## config.mk

```make
export PLATFORM = sky130hd
export DESIGN_NAME = tl_initiator_flat
export DESIGN_NICKNAME = d
export VERILOG_FILES = /design/src/rtl/tl_initiator_pkg.sv /design/src/rtl/tl_initiator_if.sv /design/src/rtl/tl_initiator_dff.sv /design/src/rtl/tl_initiator.sv /design/src/flat_wrapper.sv
export SDC_FILE = /design/constraint.sdc
export NUM_CORES = 1
export LEC_CHECK = 0
export CAP_MARGIN = 25
export CORE_AREA = 4 4 167 169
export CTS_CLUSTER_DIAMETER = 30
export CTS_CLUSTER_SIZE = 8
export DETAILED_ROUTE_END_ITERATION = 8
export DIE_AREA = 0 0 171 173
export PLACE_DENSITY_LB_ADDON = 0.15
export SLEW_MARGIN = 30
export SYNTH_ARGS = -nofsm -noshare
export SYNTH_HDL_FRONTEND = slang
export SYNTH_SLANG_ARGS = --single-unit
```

## constraint.sdc

```tcl
create_clock -name clk -period 2.2 [get_ports clk]
set_input_delay 0.33 -clock clk [delete_from_list [all_inputs] [get_ports clk]]
set_output_delay 0.33 -clock clk [all_outputs]
set_load 0.02 [all_outputs]
```

## src/rtl/tl_initiator_pkg.sv

```systemverilog
// Shared TileLink-UL constants, request record and alignment helpers for the
// single-beat initiator.
package tl_initiator_pkg;

    localparam int unsigned TL_SOURCE_W = 8;
    localparam int unsigned TL_SIZE_W   = 3;

    localparam logic [2:0] TL_PUT_FULL_DATA   = 3'd0;
    localparam logic [2:0] TL_GET             = 3'd4;
    localparam logic [2:0] TL_ACCESS_ACK      = 3'd0;
    localparam logic [2:0] TL_ACCESS_ACK_DATA = 3'd1;

    localparam logic ENABLE  = 1'b1;
    localparam logic DISABLE = 1'b0;

    typedef struct packed {
        logic        write;
        logic [63:0] addr;
        logic [1:0]  size;
        logic [63:0] data;
    } req_t;

    function automatic logic [7:0] size_mask(logic [1:0] size);
        logic [7:0] mask;
        case (size)
            2'd0:    mask = 8'h01;
            2'd1:    mask = 8'h03;
            2'd2:    mask = 8'h0F;
            default: mask = 8'hFF;
        endcase
        return mask;
    endfunction

    function automatic logic misaligned(logic [2:0] addr, logic [1:0] size);
        logic bad;
        case (size)
            2'd0:    bad = 1'b0;
            2'd1:    bad = addr[0];
            2'd2:    bad = |addr[1:0];
            default: bad = |addr[2:0];
        endcase
        return bad;
    endfunction

endpackage

```

## src/rtl/tl_initiator_if.sv

```systemverilog
// TileLink-UL A/D channel bundle; master drives A and consumes D.
interface tilelink;
    import tl_initiator_pkg::*;

    logic                   a_valid;
    logic                   a_ready;
    logic [2:0]             a_opcode;
    logic [2:0]             a_param;
    logic [TL_SIZE_W-1:0]   a_size;
    logic [TL_SOURCE_W-1:0] a_source;
    logic [63:0]            a_address;
    logic [7:0]             a_mask;
    logic [63:0]            a_data;
    logic                   a_corrupt;

    logic                   d_valid;
    logic                   d_ready;
    logic [2:0]             d_opcode;
    logic [TL_SOURCE_W-1:0] d_source;
    logic                   d_denied;
    logic [63:0]            d_data;
    logic                   d_corrupt;

    modport master (
        output a_valid, a_opcode, a_param, a_size, a_source, a_address, a_mask, a_data,
               a_corrupt, d_ready,
        input  a_ready, d_valid, d_opcode, d_source, d_denied, d_data, d_corrupt
    );

    modport slave (
        input  a_valid, a_opcode, a_param, a_size, a_source, a_address, a_mask, a_data,
               a_corrupt, d_ready,
        output a_ready, d_valid, d_opcode, d_source, d_denied, d_data, d_corrupt
    );

endinterface

```

## src/rtl/tl_initiator_dff.sv

```systemverilog
// Plain resettable register; resets to zero asynchronously.
module tl_initiator_dff #(
    parameter int unsigned WIDTH = 1
) (
    input  logic             clk,
    input  logic             rst_n,
    input  logic [WIDTH-1:0] d,
    output logic [WIDTH-1:0] q
);

    always_ff @(posedge clk or negedge rst_n) begin
        if (!rst_n) begin
            q <= '0;
        end else begin
            q <= d;
        end
    end

endmodule

```

## src/rtl/tl_initiator.sv

```systemverilog
// Single-outstanding TileLink-UL initiator: turns one client Get/Put request
// into one A beat, waits for the matching D beat (or a timeout) and pulses a response.
module tl_initiator
    import tl_initiator_pkg::*;
#(
    parameter logic [TL_SOURCE_W-1:0] SOURCE_ID = '0,
    parameter int unsigned            TIMEOUT   = 255
) (
    input  logic        clk,
    input  logic        rst_n,
    input  logic        req_valid,
    output logic        req_ready,
    input  logic        req_write,
    input  logic [63:0] req_addr,
    input  logic [1:0]  req_size,
    input  logic [63:0] req_data,
    output logic        rsp_valid,
    output logic [63:0] rsp_data,
    output logic        rsp_error,
    tilelink.master     bus
);

    localparam logic [1:0] S_IDLE = 2'd0;
    localparam logic [1:0] S_REQ  = 2'd1;
    localparam logic [1:0] S_RESP = 2'd2;

    // Counter only needs to reach TIMEOUT-1 before the timeout fires.
    localparam int unsigned     TimerW    = (TIMEOUT > 1) ? $clog2(TIMEOUT) : 1;
    localparam logic [TimerW-1:0] TimerLast = TimerW'(TIMEOUT - 1);

    logic [1:0]        state_d, state_q;
    req_t              req_q;
    logic [TimerW-1:0] timer_q;
    logic              rsp_valid_q, rsp_error_q;
    logic [63:0]       rsp_data_q;

    logic accept, bad_align, a_fire, d_hit, timed_out, d_err;
    logic [2:0] exp_d_opcode;

    tl_initiator_dff #(
        .WIDTH (2)
    ) u_state_reg (
        .clk   (clk),
        .rst_n (rst_n),
        .d     (state_d),
        .q     (state_q)
    );

    always_comb begin
        req_ready    = (state_q == S_IDLE);
        accept       = req_valid && req_ready;
        bad_align    = misaligned(req_addr[2:0], req_size);
        a_fire       = (state_q == S_REQ) && bus.a_ready;
        d_hit        = (state_q == S_RESP) && bus.d_valid && (bus.d_source == SOURCE_ID);
        // A matching beat in the last cycle beats the timeout.
        timed_out    = (state_q == S_RESP) && !d_hit && (timer_q == TimerLast);
        exp_d_opcode = req_q.write ? TL_ACCESS_ACK : TL_ACCESS_ACK_DATA;
        d_err        = bus.d_denied | bus.d_corrupt | (bus.d_opcode != exp_d_opcode);
    end

    always_comb begin
        state_d = state_q;
        case (state_q)
            S_IDLE:  if (accept && !bad_align) state_d = S_REQ;
            S_REQ:   if (a_fire) state_d = S_RESP;
            S_RESP:  if (d_hit || timed_out) state_d = S_IDLE;
            default: state_d = S_IDLE;
        endcase
    end

    always_ff @(posedge clk or negedge rst_n) begin
        if (!rst_n) begin
            req_q       <= '0;
            timer_q     <= '0;
            rsp_valid_q <= 1'b0;
            rsp_error_q <= 1'b0;
            rsp_data_q  <= '0;
        end else begin
            rsp_valid_q <= 1'b0;
            if (accept) begin
                req_q <= '{write: req_write, addr: req_addr, size: req_size, data: req_data};
                if (bad_align) begin
                    rsp_valid_q <= 1'b1;
                    rsp_error_q <= 1'b1;
                    rsp_data_q  <= '0;
                end
            end
            if (a_fire) begin
                timer_q <= '0;
            end else if ((state_q == S_RESP) && !d_hit) begin
                timer_q <= timer_q + TimerW'(1);
            end
            if (d_hit) begin
                rsp_valid_q <= 1'b1;
                rsp_error_q <= d_err;
                rsp_data_q  <= (req_q.write || d_err) ? 64'd0 : bus.d_data;
            end else if (timed_out) begin
                rsp_valid_q <= 1'b1;
                rsp_error_q <= 1'b1;
                rsp_data_q  <= '0;
            end
        end
    end

    assign rsp_valid = rsp_valid_q;
    assign rsp_error = rsp_error_q;
    assign rsp_data  = rsp_data_q;

    assign bus.a_valid   = (state_q == S_REQ);
    assign bus.a_opcode  = req_q.write ? TL_PUT_FULL_DATA : TL_GET;
    assign bus.a_param   = 3'd0;
    assign bus.a_size    = {1'b0, req_q.size};
    assign bus.a_source  = SOURCE_ID;
    assign bus.a_address = req_q.addr;
    assign bus.a_mask    = size_mask(req_q.size);
    assign bus.a_data    = req_q.data;
    assign bus.a_corrupt = DISABLE;
    assign bus.d_ready   = (state_q == S_RESP);

endmodule

```

## src/flat_wrapper.sv

```systemverilog
// flat-port wrapper written by rule: the top's interface ports become plain ports
module tl_initiator_flat import tl_initiator_pkg::*;
#(
    parameter logic [TL_SOURCE_W-1:0] SOURCE_ID = '0,
    parameter int unsigned            TIMEOUT   = 255
)
  (clk, rst_n, req_valid, req_ready, req_write, req_addr, req_size, req_data, rsp_valid, rsp_data, rsp_error, bus_a_valid, bus_a_opcode, bus_a_param, bus_a_size, bus_a_source, bus_a_address, bus_a_mask, bus_a_data, bus_a_corrupt, bus_d_ready, bus_a_ready, bus_d_valid, bus_d_opcode, bus_d_source, bus_d_denied, bus_d_data, bus_d_corrupt);
  tilelink bus_i ();
  input  logic clk;
  input  logic rst_n;
  input  logic req_valid;
  output logic req_ready;
  input  logic req_write;
  input  logic [63:0] req_addr;
  input  logic [1:0] req_size;
  input  logic [63:0] req_data;
  output logic rsp_valid;
  output logic [63:0] rsp_data;
  output logic rsp_error;
  output wire logic [$bits(bus_i.a_valid)-1:0] bus_a_valid;
  output wire logic [$bits(bus_i.a_opcode)-1:0] bus_a_opcode;
  output wire logic [$bits(bus_i.a_param)-1:0] bus_a_param;
  output wire logic [$bits(bus_i.a_size)-1:0] bus_a_size;
  output wire logic [$bits(bus_i.a_source)-1:0] bus_a_source;
  output wire logic [$bits(bus_i.a_address)-1:0] bus_a_address;
  output wire logic [$bits(bus_i.a_mask)-1:0] bus_a_mask;
  output wire logic [$bits(bus_i.a_data)-1:0] bus_a_data;
  output wire logic [$bits(bus_i.a_corrupt)-1:0] bus_a_corrupt;
  output wire logic [$bits(bus_i.d_ready)-1:0] bus_d_ready;
  input wire logic [$bits(bus_i.a_ready)-1:0] bus_a_ready;
  input wire logic [$bits(bus_i.d_valid)-1:0] bus_d_valid;
  input wire logic [$bits(bus_i.d_opcode)-1:0] bus_d_opcode;
  input wire logic [$bits(bus_i.d_source)-1:0] bus_d_source;
  input wire logic [$bits(bus_i.d_denied)-1:0] bus_d_denied;
  input wire logic [$bits(bus_i.d_data)-1:0] bus_d_data;
  input wire logic [$bits(bus_i.d_corrupt)-1:0] bus_d_corrupt;
  assign bus_a_valid = bus_i.a_valid;
  assign bus_a_opcode = bus_i.a_opcode;
  assign bus_a_param = bus_i.a_param;
  assign bus_a_size = bus_i.a_size;
  assign bus_a_source = bus_i.a_source;
  assign bus_a_address = bus_i.a_address;
  assign bus_a_mask = bus_i.a_mask;
  assign bus_a_data = bus_i.a_data;
  assign bus_a_corrupt = bus_i.a_corrupt;
  assign bus_d_ready = bus_i.d_ready;
  assign bus_i.a_ready = bus_a_ready;
  assign bus_i.d_valid = bus_d_valid;
  assign bus_i.d_opcode = bus_d_opcode;
  assign bus_i.d_source = bus_d_source;
  assign bus_i.d_denied = bus_d_denied;
  assign bus_i.d_data = bus_d_data;
  assign bus_i.d_corrupt = bus_d_corrupt;
  tl_initiator #(.SOURCE_ID(SOURCE_ID), .TIMEOUT(TIMEOUT)) u_core (.clk(clk), .rst_n(rst_n), .req_valid(req_valid), .req_ready(req_ready), .req_write(req_write), .req_addr(req_addr), .req_size(req_size), .req_data(req_data), .rsp_valid(rsp_valid), .rsp_data(rsp_data), .rsp_error(rsp_error), .bus(bus_i));
endmodule
```

==> results.ini <==
[finish]
multiInputGateArea_um2 = 2514
final_cell_count_no_fill = 1368
diodes = 0
finalNetCount = 1200
area_delta_synth_final_pct = 63.56
stdcell_area_um2 = 14640
drive_gt1_share_pct = 25.51
fin_util_pct = 55.08
seq_area_um2 = 5180
fillers = 2226

[setup_path]
critPathLaunchType = flip-flop
rrSetupSlack_ps = 350
critPathLaunch = u_core.bus.a_size[1]
worstPathRequired_ps = 1870
cp_data_arrival_time_ps = 1780
crit_path_end_kind = output port
r2r_start = u_core.u_state_reg.q[1]
reg2reg_to = u_core.rsp_data[2]
reg2regPathDepth = 6
path_max_fanout = 6
critPathKind = flip-flop to output port

[synthesis]
synth_edf_count = 0
seq_area_frac_synth_pct = 57.89
ys_dominant_reg_cell = dfrtp_1
synth_cell_types = 38
ys_ff_latch = 207
async_flop_share_pct = 100.0
netlist_area_um2 = 8949
synth_cells = 645
yosysWarningCount = 0
synth_area_per_cell_um2 = 13.87

[placed_design]
dp.cells = 1273
globalplace.congestion = 0.7814
dp_hpwl_um = 18510
numPortBuffers = 419
place_ws_ps = -51.13
placed_area_um2 = 12720

[die]
core_area_um2 = 26580
chipWidth_um = 171
die_height_um = 173
placementRows = 60
die_area_um2 = 29580
start_util_pct = 33.67
io_pins = 436

[power_and_ir_drop]
combPwrFrac_pct = 34.3
pwr_density_cell_nw_per_um2 = 1462
internal_power_uw = 15050
p_leak_uw = 0.006271
peakVddDrop_mv = 0.7159
swShare_pct = 29.69
seqPwrFrac_pct = 27.2
clkPwrFrac_pct = 38.5
switchingPower_uw = 6355

[sta]
worstMarginPinSlew_ps = 581.6
setup_slack_ps = 89.08
maxSlewHeadroom_pct = 61.22
final_max_slew_viol_count = 0
min_period_ps = 2111
finalHoldViolCount = 0
finalSetupViolations = 0
rsz0062_at_grt = no
finalClockSkew_ps = 12.51
max_freq_mhz = 473.7
fin_crit_sh_pct = 95.95

[grt]
grtUsageTotal_pct = 16.05
overflow = 0
grt_max_degree = 74
antenna_found_initial = 0
grt_pass1_vias = 6623
grt_pass1_wl_um = 37660

[routing]
route.vias.total = 6043
wl_um = 24760
drc = 0
ant_nets = 0
wire_per_inst_um = 18.10
wl_met1_um = 9126
drt_iter0_drc = 190
wl_met2_um = 12300
vias_per_cell = 4.417
wl_met3_um = 2872
drt_pass1_iterations = 5
top_layer = met4

[clock_tree]
tritoncts = built
cts.sinks = 207
cts_buffer_depth = 3
clk_pin_slew_ps = 40
cts_root_buf = clkbuf_16
clock_latency_ps = 520
ctsHtreeMaxLevel = 2
cts_inserted_buffers = 50

[worst_hold_path]
hold_class = input port to asynchronous set/reset pin

[run]
cap_violations = 0

[outcome]
outcome = complete, no violations

## logic make-up after synthesis
logic type | after synthesis | synth area share [%]
compound gates | 79 | 7.452
other cells | 2 | 0.08392
flops | 207 | 57.89
fa+ha+maj | 2 | 0.2796
mux | 135 | 16.93
buf+inv | 183 | 14.82
xor+xnor | 1 | 0.09789
simple gates | 36 | 2.447
## Yosys cell counts, types with 3 or more instances
master | count | share of area (%)
a22o_1 | 64 | 6.3
o21ai_0 | 4 | 0.22
dfrtp_1 | 207 | 58
and4_1 | 3 | 0.29
buf_2 | 10 | 0.56
clkbuf_1 | 7 | 0.29
nor2_1 | 3 | 0.13
buf_4 | 157 | 13
nor3b_1 | 3 | 0.25
nand3_1 | 4 | 0.22
buf_6 | 5 | 0.63
o31ai_1 | 3 | 0.25
nand2_1 | 9 | 0.38
mux2i_1 | 4 | 0.45
nand4_1 | 3 | 0.21
mux2_2 | 131 | 16
## critical path: stages, from the launching register on
cell             delay, ps
dfrtp_1                410
or2_2                  300
clkdlybuf4s50_1        550
## final cells by class
class                      instances  area share (%)
clock buffer                      62           9.566
clock inverter                    32           3.488
inverter                           4          0.1026
multi-input combinational        269           17.17
sequential                       207           35.39
tap                              341           2.915
timing repair buffer             453           31.36
## cell usage in the layout, fill, tap and decap left out, drive strengths merged, types with 2 or more instances in the layout
| cell type | synthesis | routed |
|---|---|---|
| inv | 4 | 4 |
| nand2 | 9 | 9 |
| nor3b | 4 | 4 |
| and4 | 3 | 3 |
| dlygate4sd2 | 0 | 2 |
| ha | 2 | 2 |
| mux2i | 4 | 4 |
| clkinvlp | 0 | 4 |
| a211oi | 2 | 2 |
| buf | 172 | 33 |
| nor2 | 3 | 3 |
| clkdlybuf4s50 | 0 | 416 |
| mux2 | 131 | 131 |
| clkbuf | 7 | 63 |
| bufinv | 0 | 13 |
| o31ai | 3 | 3 |
| a22o | 64 | 64 |
| nand3 | 4 | 4 |
| o21ai | 4 | 4 |
| nor4 | 2 | 2 |
| nand4 | 3 | 3 |
| conb | 2 | 16 |
| a21boi | 2 | 2 |
| dfrtp | 207 | 207 |
| or4 | 2 | 2 |
| clkinv | 0 | 15 |
## sequential cells by signal (all words and copies together), names as in the netlist
name                  flops
u_core.u_state_reg.q      2
u_core.rsp_data          64
u_core.bus.a_size         2
u_core.req_q              1
u_core.timer_q            8
u_core.rsp_valid          1
u_core.rsp_error          1
u_core.bus.a_address     64
u_core.bus.a_data        64
## worst max path at each step
| stage | end |
|---|---|
| 6_report | bus_a_mask[1] |
| 5_1_grt | bus_a_mask[1] |
| 4_1_cts | bus_a_mask[1] |
| 3_5_place_dp | u_core.rsp_data[52] |
| 3_3_place_gp | u_core.rsp_data[1] |
| 2_1_floorplan | u_core.bus.a_address[49] |
## power groups by stage
stage	Sequential, uW	Clock [uW]	Combinational, uW
final	5820	8240	7340
after global routing	6020	8630	7730
after CTS	5850	8410	7480
after detailed placement	5900	0	7460
after global placement	5850	0	7430
after floorplan	5690	0	5560
## what timing repair did
item / 4_1_cts / 5_1_grt
resized for setup: 2 / 0
setup endpoints to repair: 2 / 0
setup buffers: 0 / 0
hold buffers: 1 / 0
endpoints found under the hold margin: 56 / 0
## metrics by stage
stage	power (uW)	TNS [ps]	hold slack (ps)
after floorplan	11250	0	34.41
after global placement	13280	-7.638	399.7
after detailed placement	13360	-1322	398.2
after CTS	21740	0	380.8
after global routing	22370	0	391.9
final	21400	0	397.9
## layer usage
metal  GRT usage, %  vias up
met5              0        -
met4          4.523        0
met3          7.225       40
met2          27.87      297
met1          17.67     2906
li1               -     2800
No activity file was read; power rests on OpenSTA's default activity.
==> variant 1: new RTL, config.mk and constraints unchanged <==
Put one more register stage on the output `rsp_error`, cleared by the reset. The value now appears one clock later. The other outputs are not delayed to match.
--- a/src/rtl/tl_initiator.sv
+++ b/src/rtl/tl_initiator.sv
@@ -103,7 +103,13 @@
     end
 
     assign rsp_valid = rsp_valid_q;
-    assign rsp_error = rsp_error_q;
+    always_ff @(posedge clk or negedge rst_n) begin
+        if (!rst_n) begin
+            rsp_error <= '0;
+        end else begin
+            rsp_error <= rsp_error_q;
+        end
+    end
     assign rsp_data  = rsp_data_q;
 
     assign bus.a_valid   = (state_q == S_REQ);
Behaviour: not the same (Yosys sat finds a counterexample within 4 cycles, from zero or initial values and one cycle with rst_n low).
==> variant 1 against the original RTL <==
Synthesized area grew 0.82%. Via count fell by 1.7%. Routed wire length fell by 4.1%. Setup slack improved by 0.0081 ns. Power down 8.6%. Sequential cell count up 1. Sequential share of layout area increased by 1.5 points. Synthesized cell count unchanged. Cell area fell by 3.6%. Final cell count fell by 2.2%.
==> variant 1: results (changes against the original RTL) <==
\begin{tabular}{lr}
\hline
Metric & Value \\
\hline
\multicolumn{2}{l}{\textbf{Cells and area}} \\
\quad Count of nets after finishing & 1,180 (was 1,200) \\
\quad Proportion of cell area spent on the clock network & 0.106 (was 0.131) \\
\quad Multi-Input Combinational & 268 (was 269) \\
\quad Non-Clock Buffer Count & 436 (was 453) \\
\quad Multi-input gate share of the layout cell area & 0.182 (was 0.172) \\
\quad Filler cell count in the final layout & 2,320 (was 2,226) \\
\quad Final-layout clock buffer total & 61 (was 62) \\
\multicolumn{2}{l}{\textbf{Route}} \\
\quad Iteration-0 DRC Markers & 136 (was 190) \\
\quad Mean routed wirelength per cell & 17.8 µm (was 18.1 µm) \\
\quad Number of detailed-route iterations in the first pass & 4 (was 5) \\
\quad Vias & 5,941 (was 6,043) \\
\multicolumn{2}{l}{\textbf{Placed design}} \\
\quad Half-perimeter wire length after placement & 17.5 mm (was 18.5 mm) \\
\multicolumn{2}{l}{\textbf{Logic synthesis}} \\
\quad Synthesized-area fraction occupied by ao, oa, aoi and oai cells & 0.0785 (was 0.0745) \\
\quad Share of synthesized area occupied by flip-flops and latches & 0.577 (was 0.579) \\
\quad Adder and majority cell fraction of the synthesized area & 0.00277 (was 0.00280) \\
\quad List of most frequent post-synthesis cells & dfrtp\_1 (208), buf\_4 (150), mux2\_2 (131) (was dfrtp\_1 (207), buf\_4 (157), mux2\_2 (131)) \\
\multicolumn{2}{l}{\textbf{Timing}} \\
\quad Slew HR & 0.647 (was 0.612) \\
\multicolumn{2}{l}{\textbf{Outcome}} \\
\quad Status & complete, no violations (unchanged) \\
\multicolumn{2}{l}{\textbf{CTS}} \\
\quad Cts repair resizes & 1 (was 2) \\
\quad Total clock buffers created by CTS & 46 (was 50) \\
\quad TritonCTS Sinks & 208 (was 207) \\
\multicolumn{2}{l}{\textbf{Power and ir drop}} \\
\quad Internal power & 13,500 µW (was 15,000 µW) \\
\quad Worst vdd ir & 0.580 mV (was 0.716 mV) \\
\multicolumn{2}{l}{\textbf{Global route}} \\
\quad Total routing usage reported by global routing & 0.156 (was 0.160) \\
\quad Number of global-route vias before repair & 6,417 (was 6,623) \\
\quad Pin count of the biggest net entering global routing & 65 (was 74) \\
\multicolumn{2}{l}{\textbf{Worst setup path}} \\
\quad Launch instance of the worst register-to-register path & u\_core.u\_state\_reg.q[0]\$\_DFFE\_PN0P\_ (was u\_core.u\_state\_reg.q[1]\$\_DFFE\_PN0P\_) \\
\hline
\end{tabular}
variant 1: through the flow:
step	hold WS, ns	instances	power [µW]	setup WS, ns	cell area, µm²
after floorplan	0.0344	659	11200	0.420	9070
after global placement	0.358	1257	13200	-0.0280	12600
after detailed placement	0.355	1257	13200	-0.0304	12600
after CTS	0.366	1338	19900	0.0227	14100
after global routing	0.392	1338	20600	0.0274	14100
final	0.362	1338	19600	0.0972	14100
variant 1: cell families after synthesis:
family | Yosys count
other | 2
muxes | 135
and+or+nand+nor | 36
AOI/OAI and AO/OA | 78
DFF | 208
buffers and inverters | 183
adders and majority gates | 2
xor gates and xnor gates | 1
variant 1: layer usage:
metal / share of wire / routed length [µm] / global-route usage / up-vias
met1: 0.37 / 8740 / 0.173 / 2854
met2: 0.49 / 11700 / 0.261 / 293
met4: 0.028 / 654 / 0.0558 / 0
met3: 0.11 / 2680 / 0.0743 / 47
met5: 0 / 0 / 0 / -
li1: - / - / - / 2747
variant 1: power groups by stage:
stage / logic [µW] / clock network [µW] / registers (µW)
2_1_floorplan: 5510 / 0 / 5710
4_1_cts: 7350 / 6700 / 5850
3_3_place_gp: 7310 / 0 / 5860
3_5_place_dp: 7340 / 0 / 5900
5_1_grt: 7620 / 6910 / 6020
6_report: 7200 / 6540 / 5830
variant 1: worst paths after layout:
path,slack [ns],to
max in group asynchronous,1.15,u_core.bus.a_data[49]$_DFFE_PN0P_
min,0.36,u_core.bus.a_data[15]$_DFFE_PN0P_
min reg2reg,0.39,u_core.rsp_error$_DFF_PN0_
max reg2reg,0.36,u_core.rsp_error_q$_DFFE_PN0P_
max,0.1,bus_a_mask[1]
min in group clk,0.39,u_core.req_q[130]$_DFFE_PN0P_
==> variant 2: new RTL, same settings <==
Without the edit above. Change the package constant `TL_SOURCE_W` from 8 to 6.
--- a/src/rtl/tl_initiator_pkg.sv
+++ b/src/rtl/tl_initiator_pkg.sv
@@ -2,7 +2,7 @@
 // single-beat initiator.
 package tl_initiator_pkg;
 
-    localparam int unsigned TL_SOURCE_W = 8;
+    localparam int unsigned TL_SOURCE_W = 6;
     localparam int unsigned TL_SIZE_W   = 3;
 
     localparam logic [2:0] TL_PUT_FULL_DATA   = 3'd0;
Interface: changed (resized bus_a_source and bus_d_source); port bits go from 436 to 432. No check against the original RTL was run, so the function may have changed too.
==> variant 2 against the original RTL <==
Setup slack better by 0.035 ns. Critical path depth unchanged. Sequential cell count unchanged. Synthesized area up 2.3%. Count of clock-buffer cells in the layout up 6. Routed wire length up 4.6%. Power down 2.2%. Cell area up 0.19%.
==> variant 2: results (changes against the original RTL) <==
\begin{tabular}{lr}
\hline
Metric & Value \\
\hline
\multicolumn{2}{l}{\textbf{Worst setup path}} \\
\quad Arr. time, crit path & 1.75 ns (was 1.78 ns) \\
\quad Launch instance of the worst register-to-register path & u\_core.u\_state\_reg.q[0]\$\_DFFE\_PN0P\_ (was u\_core.u\_state\_reg.q[1]\$\_DFFE\_PN0P\_) \\
\quad Path depth of the worst reg2reg path & 5 (was 6) \\
\quad Critical Path End & bus\_a\_mask[4] (was bus\_a\_mask[1]) \\
\multicolumn{2}{l}{\textbf{Power and ir drop}} \\
\quad Sequential-cell power consumption & 5780 µW (was 5820 µW) \\
\quad Leakage power of the design & 0.00656 µW (was 0.00627 µW) \\
\quad Part of the power in combinational logic & 0.340 (was 0.343) \\
\quad Power in combinational cells & 7120 µW (was 7340 µW) \\
\multicolumn{2}{l}{\textbf{Cells and area}} \\
\quad Fraction of final layout cells with drive strength greater than 1 & 0.312 (was 0.255) \\
\quad Count of nets after finishing & 1,188 (was 1,200) \\
\multicolumn{2}{l}{\textbf{Logic synthesis}} \\
\quad Multiplexer fraction of the synthesized cell area & 0.161 (was 0.169) \\
\quad Post-synthesis area per instance & 14.0 µm² (was 13.9 µm²) \\
\quad List of most frequent post-synthesis cells & dfrtp\_1 (207), buf\_4 (148), mux2\_2 (130) (was dfrtp\_1 (207), buf\_4 (157), mux2\_2 (131)) \\
\quad Share of synthesized area occupied by flip-flops and latches & 0.566 (was 0.579) \\
\multicolumn{2}{l}{\textbf{Route}} \\
\quad Mean routed wirelength per cell & 19.0 µm (was 18.1 µm) \\
\quad Iteration-0 DRC Markers & 236 (was 190) \\
\multicolumn{2}{l}{\textbf{Timing}} \\
\quad Slew HR & 0.644 (was 0.612) \\
\quad Clock skew & 0.0107 ns (was 0.0125 ns) \\
\quad Final worst path period share & 0.944 (was 0.960) \\
\multicolumn{2}{l}{\textbf{Global route}} \\
\quad Initial antenna violation count & 1 (was 0) \\
\quad Total routing usage reported by global routing & 0.169 (was 0.160) \\
\quad First-pass GRT wire length & 39.9 mm (was 37.7 mm) \\
\multicolumn{2}{l}{\textbf{Placed design}} \\
\quad Placement-stage worst setup slack & -0.192 ns (was -0.0511 ns) \\
\quad Placed cell area & 0.0127 mm² (about the same) \\
\quad I/O Buffers & 417 (was 419) \\
\multicolumn{2}{l}{\textbf{Outcome}} \\
\quad Status & complete, no violations (unchanged) \\
\hline
\end{tabular}
variant 2: worst min-delay path by stage:
stage	start	endpoint	slack (ns)
4_1_cts	req_write	u_core.req_q[130]$_DFFE_PN0P_	0.33
3_3_place_gp	rst_n	u_core.bus.a_address[44]$_DFFE_PN0P_	0.35
5_1_grt	req_write	u_core.req_q[130]$_DFFE_PN0P_	0.38
3_5_place_dp	rst_n	u_core.bus.a_address[10]$_DFFE_PN0P_	0.36
6_report	rst_n	u_core.bus.a_address[10]$_DFFE_PN0P_	0.34
2_1_floorplan	rst_n	u_core.bus.a_address[0]$_DFFE_PN0P_	0.03
variant 2: worst max-delay path, cell delays in order (launching register included):
cell and delay [ns]:
dfrtp_1 0.40, and2_1 0.20, clkdlybuf4s50_1 0.62
variant 2: cell type report:
class                           instances  area (µm²)  area share
Clock buffer                           68        1480       0.101
Tap cell                              341         427      0.0291
Sequential cell                       207        5180       0.353
Inverter                                4        15.0     0.00102
Multi-Input combinational cell        267        2640       0.180
Clock inverter                         33         417      0.0284
Timing Repair Buffer                  441        4510       0.307
variant 2: repair_timing:
item	in CTS	in global routing
hold buffers	1	0
setup endpoints to repair	2	5
gates resized for setup	2	4
endpoints found under the hold margin	51	0
variant 2: kinds of logic (layout without fill, tap and decap cells):
logic type,after synthesis,count (layout)
DFF,207,207
and+or+nand+nor,35,35
other,2,14
xor gates and xnor gates,3,3
muxes,131,131
AOI/OAI and AO/OA,82,82
buffers and inverters,191,546
adders and majority gates,2,2
variant 2: routing by layer:
metal  up-vias  GRT usage  wire (µm)
li1       2860          -          -
met1      3080      0.187       9570
met2       294      0.289      12800
met3        53     0.0750       2820
met4         2     0.0574        660
met5         -          0         13
